===== config.mk =====
export PLATFORM = sky130hd
export DESIGN_NAME = mem_arbiter
export DESIGN_NICKNAME = d
export VERILOG_FILES = /design/src/rtl/mem_arbiter.sv
export SDC_FILE = /design/constraint.sdc
export NUM_CORES = 1
export LEC_CHECK = 0
export ABC_AREA = 1
export CORE_ASPECT_RATIO = 1.75
export CORE_UTILIZATION = 41
export CTS_CLUSTER_SIZE = 25
export DETAILED_ROUTE_END_ITERATION = 8
export GPL_TIMING_DRIVEN = 0
export PLACE_DENSITY_LB_ADDON = 0.2
export SLEW_MARGIN = 20
export SYNTH_ARGS = -nofsm -noshare
export SYNTH_HDL_FRONTEND = slang
export SYNTH_SLANG_ARGS = --single-unit

===== constraint.sdc =====
create_clock -name clk -period 2.2 [get_ports clk]
set_clock_uncertainty 0.1 [all_clocks]
set_input_delay 0.55 -clock clk [delete_from_list [all_inputs] [get_ports clk]]
set_output_delay 0.55 -clock clk [all_outputs]
set_load 0.02 [all_outputs]

===== src/rtl/mem_arbiter.sv =====
// mem_arbiter: shares one memory port between an icache (read-only) and a
// dcache (read/write) miss path.
//
// Ports
//   clk, rst                     rising-edge clock, synchronous active-high reset
//   ic_req/ic_addr               icache read request (held until ic_done)
//   ic_done/ic_rdata             one-cycle completion pulse and read data
//   dc_req/dc_we/dc_addr/
//   dc_wdata                     dcache request (held until dc_done)
//   dc_done/dc_rdata             one-cycle completion pulse and read data
//   mem_req_valid/mem_req_ready  valid/ready request handshake to memory
//   mem_rnw/mem_addr/mem_wdata   latched request fields
//   mem_resp_valid/mem_resp_data read response from memory
//   stall                        pipeline freeze to the core
module mem_arbiter #(
    parameter int unsigned ADDR_W = 32,
    parameter int unsigned DATA_W = 32
) (
    input  logic              clk,
    input  logic              rst,
    input  logic              ic_req,
    input  logic [ADDR_W-1:0] ic_addr,
    output logic              ic_done,
    output logic [DATA_W-1:0] ic_rdata,
    input  logic              dc_req,
    input  logic              dc_we,
    input  logic [ADDR_W-1:0] dc_addr,
    input  logic [DATA_W-1:0] dc_wdata,
    output logic              dc_done,
    output logic [DATA_W-1:0] dc_rdata,
    output logic              mem_req_valid,
    input  logic              mem_req_ready,
    output logic              mem_rnw,
    output logic [ADDR_W-1:0] mem_addr,
    output logic [DATA_W-1:0] mem_wdata,
    input  logic              mem_resp_valid,
    input  logic [DATA_W-1:0] mem_resp_data,
    output logic              stall
);

    localparam logic [1:0] IDLE      = 2'd0;
    localparam logic [1:0] ISSUE     = 2'd1;
    localparam logic [1:0] WAIT_RESP = 2'd2;
    localparam logic [1:0] DONE      = 2'd3;

    logic [1:0]        state_q, state_d;
    logic              own_dc_q, own_dc_d;
    logic              rnw_q, rnw_d;
    logic [ADDR_W-1:0] addr_q, addr_d;
    logic [DATA_W-1:0] wdata_q, wdata_d;
    logic [DATA_W-1:0] ic_rdata_q, ic_rdata_d;
    logic [DATA_W-1:0] dc_rdata_q, dc_rdata_d;

    logic do_latch;
    logic sel_dc;
    logic other_req;

    // Requester that does not own the current transaction.
    assign other_req = own_dc_q ? ic_req : dc_req;

    // Latch decision: IDLE takes anyone (dcache wins ties); DONE hands over
    // only to the other requester so the finishing owner is not re-latched.
    always_comb begin
        do_latch = 1'b0;
        sel_dc   = 1'b0;
        case (state_q)
            IDLE: begin
                do_latch = ic_req | dc_req;
                sel_dc   = dc_req;
            end
            DONE: begin
                do_latch = other_req;
                sel_dc   = ~own_dc_q;
            end
            default: begin
            end
        endcase
    end

    always_comb begin
        state_d    = state_q;
        own_dc_d   = own_dc_q;
        rnw_d      = rnw_q;
        addr_d     = addr_q;
        wdata_d    = wdata_q;
        ic_rdata_d = ic_rdata_q;
        dc_rdata_d = dc_rdata_q;

        case (state_q)
            ISSUE: begin
                if (mem_req_ready) begin
                    state_d = rnw_q ? WAIT_RESP : DONE;
                end
            end
            WAIT_RESP: begin
                // Responses outside this state are never captured.
                if (mem_resp_valid) begin
                    if (own_dc_q) begin
                        dc_rdata_d = mem_resp_data;
                    end else begin
                        ic_rdata_d = mem_resp_data;
                    end
                    state_d = DONE;
                end
            end
            DONE: begin
                state_d = IDLE;
            end
            default: begin
            end
        endcase

        if (do_latch) begin
            state_d  = ISSUE;
            own_dc_d = sel_dc;
            rnw_d    = sel_dc ? ~dc_we : 1'b1;
            addr_d   = sel_dc ? dc_addr : ic_addr;
            wdata_d  = sel_dc ? dc_wdata : '0;
        end
    end

    always_ff @(posedge clk) begin
        if (rst) begin
            state_q    <= IDLE;
            own_dc_q   <= 1'b0;
            rnw_q      <= 1'b1;
            addr_q     <= '0;
            wdata_q    <= '0;
            ic_rdata_q <= '0;
            dc_rdata_q <= '0;
        end else begin
            state_q    <= state_d;
            own_dc_q   <= own_dc_d;
            rnw_q      <= rnw_d;
            addr_q     <= addr_d;
            wdata_q    <= wdata_d;
            ic_rdata_q <= ic_rdata_d;
            dc_rdata_q <= dc_rdata_d;
        end
    end

    assign mem_req_valid = (state_q == ISSUE);
    assign mem_rnw       = rnw_q;
    assign mem_addr      = addr_q;
    assign mem_wdata     = wdata_q;
    assign ic_done       = (state_q == DONE) & ~own_dc_q;
    assign dc_done       = (state_q == DONE) & own_dc_q;
    assign ic_rdata      = ic_rdata_q;
    assign dc_rdata      = dc_rdata_q;

    // Released in the final DONE cycle only when nobody else is waiting.
    assign stall = (ic_req | dc_req | (state_q != IDLE)) &
                   ~((state_q == DONE) & ~other_req);

endmodule


==> out/metrics.csv, run 1 <==
metric,value,unit
status,"complete, no violations",
synth_area_leaders,"dfxtp_1 48%, nand2_1 12%, nand3_1 9.3%, nor2_1 9.0%, o21ai_0 5.9%",
cts-root-buf,clkbuf_16,
vias,5949,
grt_first_pass_wirelength,27100,um
critPathTopFamily,flip-flops,
postRouteAntennaNets,0,
critPathKind,reg -> out,
rsz0062_at_grt,false,
synthCells,790,
die_h,155,um
num-fill-cells,1081,
whs,0.342,ns
finalPower,10.0,mW
period_needed,2.11,ns
hold_viol,0,
maxSlewViolCount,0,
synth_top_area_share,0.479,
worstPathRequired,1.55,ns
vias_per_cell,4.73,
min_period_over_period,0.961,
yosys_warnings,0,
grt_overflow,0,
cp_data_arrival_time,1.46,ns
diodes,0,
postLayoutCoreUtil,0.691,
crit_chain,inv_2 -> ha_4 -> a32o_1 -> inv_1 -> buf_6,
synth_top_cell_by_area,dfxtp_1,
drt_iter0_markers,180,
hold_buffers,0,
place_area,8400,um^2
area_delta_synth_final,62.8,%
gp_congestion,0.805,
fp.dieW,89.7,um
fin_area,8980,um^2
drive_gt1_frac,0.0634,
io_pins,268,
drc_errors,0,
grt_max_degree,17,
multi_input_area,2330,um^2
start_util,0.424,
path_buf_inv,3,
min_path_type,reg -> reg,
io_buffers,267,
ys_types,20,
grt_pass1_vias,5873,
clkLatencyLatePin,0.40,ns
cts_buffer_depth,2,
cts_sinks,132,
postCtsSetupRepairBufs,0,
grtUsageTotal,0.254,
syn_nets,930,
slew_headroom,0.671,
dr.pass1.iters,5,
seq_area,2650,um^2
hpwl,13300,um
clk_pin_slew,0.06,ns
p_leak,3.96,nW
end_kind,output pin,
wl_per_cell,13.8,um
setup_viol,0,
grt_antenna_before_repair,0,
synth_area_per_cell,6.98,um^2
ys_seq_area_frac,0.479,
critPathMaxStageDelay,0.37,ns
fmaxAchievable,473,MHz
wl,17400,um
worst_pin_slew,0.493,ns
ir_drop,0.000682,V
cpMaxStageDelayCell,dfxtp_4,
p_per_area,1120,nW/um^2
layout_commonest_cell,clkdlybuf4s50_1,
numCtsBuffers,17,
rows,55,
ys_seq_elements,132,
cts_tree,built,
path_max_fanout,5,
htree_levels,4,
dieArea,13900,um^2
coreArea,13000,um^2
drv_cap,0,
cp-start-kind,flip-flop,
layout_common_cells,"261 x clkdlybuf4s50_1, 181 x nand2_1, 132 x nor2_1",
layout.nets,1216,
synth_area,5520,um^2
flip-flops by register name (all words and copies together), names as in the netlist:
signal	flops
mem_rnw	1
mem_addr	32
state_q	2
dc_rdata	32
ic_rdata	32
own_dc_q	1
mem_wdata	32
layout make-up:
type,count,share of cell area
plain buffers,52,0.0292
clock buffers,21,0.0524
clock inverters,10,0.0110
inverters,79,0.0330
multi-input cells,527,0.259
flip-flops and latches,132,0.295
well taps,171,0.0238
repair buffers,267,0.297
metal layers:
metal	vias up	track usage	routed length (um)
li1	3045	-	-
met1	2647	0.241	6210
met2	214	0.472	9100
met3	43	0.0854	1480
met4	0	0.113	652
met5	-	0	0
power breakdown:
group	switching, mW	total (mW)	internal (mW)
registers	0.234	3.10	2.87
logic	2.49	4.23	1.74
clock network	1.07	2.72	1.65
per-stage QoR:
stage	worst slack, ns	setup TNS (ns)	instances
3_5_place_dp	-0.546	-6.06	1228
3_3_place_gp	-0.540	-5.58	1228
5_1_grt	0.0286	0	1259
6_report	0.0867	0	1259
4_1_cts	0.0129	0	1259
2_1_floorplan	0.470	0	790
logic make-up (layout without fill, tap and decap cells):
| kind of cell | after synthesis | in the layout | synth area share |
|---|---|---|---|
| buf+inv | 131 | 429 | 0.101 |
| compound gates | 102 | 102 | 0.0955 |
| simple gates | 420 | 420 | 0.313 |
| fa+ha+maj | 5 | 5 | 0.0113 |
| flops | 132 | 132 | 0.479 |
worst min-delay path, delay by kind of cell (launching register included):
family	cells	cell delay, ns
DFF	1	0.31
buffers and inverters	1	0.04
AOI/OAI and AO/OA	1	0.05
cells in the mapped netlist, drive strengths merged:
| master | number |
|---|---|
| buf | 28 |
| clkbuf | 24 |
| ha | 5 |
| a21oi | 34 |
| o21ai | 67 |
| nor2 | 133 |
| nand2 | 184 |
| dfxtp | 132 |
| inv | 79 |
| a32o | 1 |
| nand3 | 103 |
repair_timing:
item / CTS / global route
endpoints found under the setup margin: 4 / 2
pin swaps: 0 / 0
resized for setup: 15 / 6
path summary, 6_finish.rpt:
kind,slack [ns],depth (start not counted),from,end
min reg2reg,0.34,2,dc_rdata[11],dc_rdata[11]
min,0.34,2,dc_rdata[11],dc_rdata[11]
max reg2reg,0.29,8,state_q[0],ic_rdata[1]
max,0.09,5,state_q[0],stall
No activity file was read; power rests on OpenSTA's default activity.
==> run 2, diff against run 1 <==
--- a/config.mk
+++ b/config.mk
@@ -7,6 +7,7 @@
 export LEC_CHECK = 0
 export ABC_AREA = 1
 export CORE_ASPECT_RATIO = 1.75
+export CORE_MARGIN = 10
 export CORE_UTILIZATION = 41
 export CTS_CLUSTER_SIZE = 25
 export DETAILED_ROUTE_END_ITERATION = 8
==> run 2 against run 1 <==
Clock-buffer cell count down 2; combinational power up 1%; cell area up 0.52%; register-to-register slack worse by 0.02 ns; largest cell class unchanged; highest routed layer unchanged.
==> out/metrics.csv, run 2 (same netlist as run 1, synthesis figures left out) <==
metric,value,unit,change
rows,56,,+1.8%
cts_sinks,132,,unchanged
critPathKind,reg -> out,,
numCtsBuffers,17,,unchanged
hold_viol,0,,unchanged
die_h,173,um,+12%
htree_levels,4,,unchanged
dieArea,18700,um^2,+34%
status,"complete, no violations",,
slew_headroom,0.646,,-0.0256
cp_data_arrival_time,1.46,ns,about the same
grt_pass1_vias,5935,,+1.1%
layout.nets,1216,,unchanged
clk_pin_slew,0.06,ns,about the same
worstPathRequired,1.55,ns,about the same
min_period_over_period,0.959,,-0.00112
rsz0062_at_grt,false,,
io_buffers,267,,unchanged
area_delta_synth_final,63.7,%,
drive_gt1_frac,0.0634,,about the same
layout_common_cells,"261 x clkdlybuf4s50_1, 181 x nand2_1, 132 x nor2_1",,
min_path_type,reg -> reg,,
postRouteAntennaNets,0,,unchanged
path_max_fanout,6,,+1
cts-root-buf,clkbuf_16,,
fp.dieW,108,um,+20%
coreArea,13300,um^2,+2.4%
drt_iter0_markers,188,,+4.4%
cts_tree,built,,
postCtsSetupRepairBufs,0,,unchanged
setup_viol,0,,unchanged
cts_buffer_depth,2,,unchanged
drv_cap,0,,unchanged
wl_per_cell,15.8,um,+14%
dr.pass1.iters,6,,+1
place_area,8410,um^2,about the same
gp_congestion,0.807,,+0.21%
drc_errors,0,,unchanged
cp-start-kind,flip-flop,,
ir_drop,0.000709,V,+4.0%
layout_commonest_cell,clkdlybuf4s50_1,,
p_leak,3.96,nW,+0.11%
grt_antenna_before_repair,0,,unchanged
grt_max_degree,17,,unchanged
whs,0.342,ns,+0.000973 ns
fmaxAchievable,474,MHz,+0.12%
p_per_area,1140,nW/um^2,+1.9%
place_ws,-0.578,ns,-0.0314 ns
timing.final.ws_setup,0.0892,ns,+0.00246 ns
wl,19900,um,+14%
setup_tns,0,ns,unchanged
period_needed,2.11,ns,-0.00246 ns
fin_area,9030,um^2,+0.52%
maxSlewViolCount,0,,unchanged
vias,5929,,-0.34%
clkLatencyLatePin,0.40,ns,about the same
hpwl,15900,um,+19%
grt_overflow,0,,unchanged
critPathMaxStageDelay,0.37,ns,about the same
vias_per_cell,4.69,,-0.73%
grt_first_pass_wirelength,31100,um,+15%
end_kind,output pin,,
cpMaxStageDelayCell,dfxtp_4,,
io_pins,268,,unchanged
hold_buffers,0,,unchanged
num-fill-cells,1159,,+7.2%
start_util,0.414,,-0.00977
worst_pin_slew,0.532,ns,+0.0385 ns
grtUsageTotal,0.208,,-0.0453
crit_chain,inv_2 -> ha_4 -> a32o_1 -> inv_1 -> buf_6,,
==> run 2: worst paths after layout <==
check,startpoint,slack [ns],cells past startpoint,end
setup / recovery,state_q[1],0.09,5,stall
hold / removal,dc_rdata[6],0.34,2,dc_rdata[6]
setup reg to reg,state_q[0],0.27,8,ic_rdata[30]
hold reg to reg,dc_rdata[6],0.34,2,dc_rdata[6]
==> run 2: cell type report <==
cell class	count	area (um^2)	share of cell area
multi-input combinational	527	2330	0.258
antenna	1	2.50	0.000277
inverter	79	297	0.0328
buffer	52	263	0.0291
timing repair buffer	267	2670	0.295
clock buffer	19	433	0.0479
tap	174	218	0.0241
clock inverter	13	175	0.0194
sequential	132	2650	0.293
==> run 2: through the flow <==
stage               power (mW)   util  std cells
global route              10.9  0.678       1263
floorplan                 5.60      -        790
detailed placement        7.42  0.631       1231
global placement          7.38  0.631       1231
finish                    10.3  0.678       1264
CTS                       10.4  0.677       1263
==> run 2: repair_timing <==
| item | 4_1_cts | 5_1_grt |
|---|---|---|
| setup endpoints to repair | 4 | 3 |
| resized for setup | 14 | 8 |
| endpoints found under the hold margin | 0 | 0 |
==> run 2: metal layers <==
layer,share of wire,vias up,global-route usage
li1,-,3048,-
met1,0.36,2674,0.198
met2,0.54,189,0.390
met3,0.092,18,0.0867
met4,0.014,0,0.0576
met5,0,-,0
==> run 2: report_power, final <==
part / switching, mW / internal (mW)
clock: 1.10 / 1.80
combinational: 2.53 / 1.75
sequential: 0.233 / 2.87
total: 3.87 / 6.41
==> run 2: worst max-delay path, delay by kind of cell, from the launching register on <==
kind	cells	cell delay (ns)
DFF	1	0.37
AOI/OAI and AO/OA	1	0.26
buffers and inverters	3	0.25
adders and majority gates	1	0.17
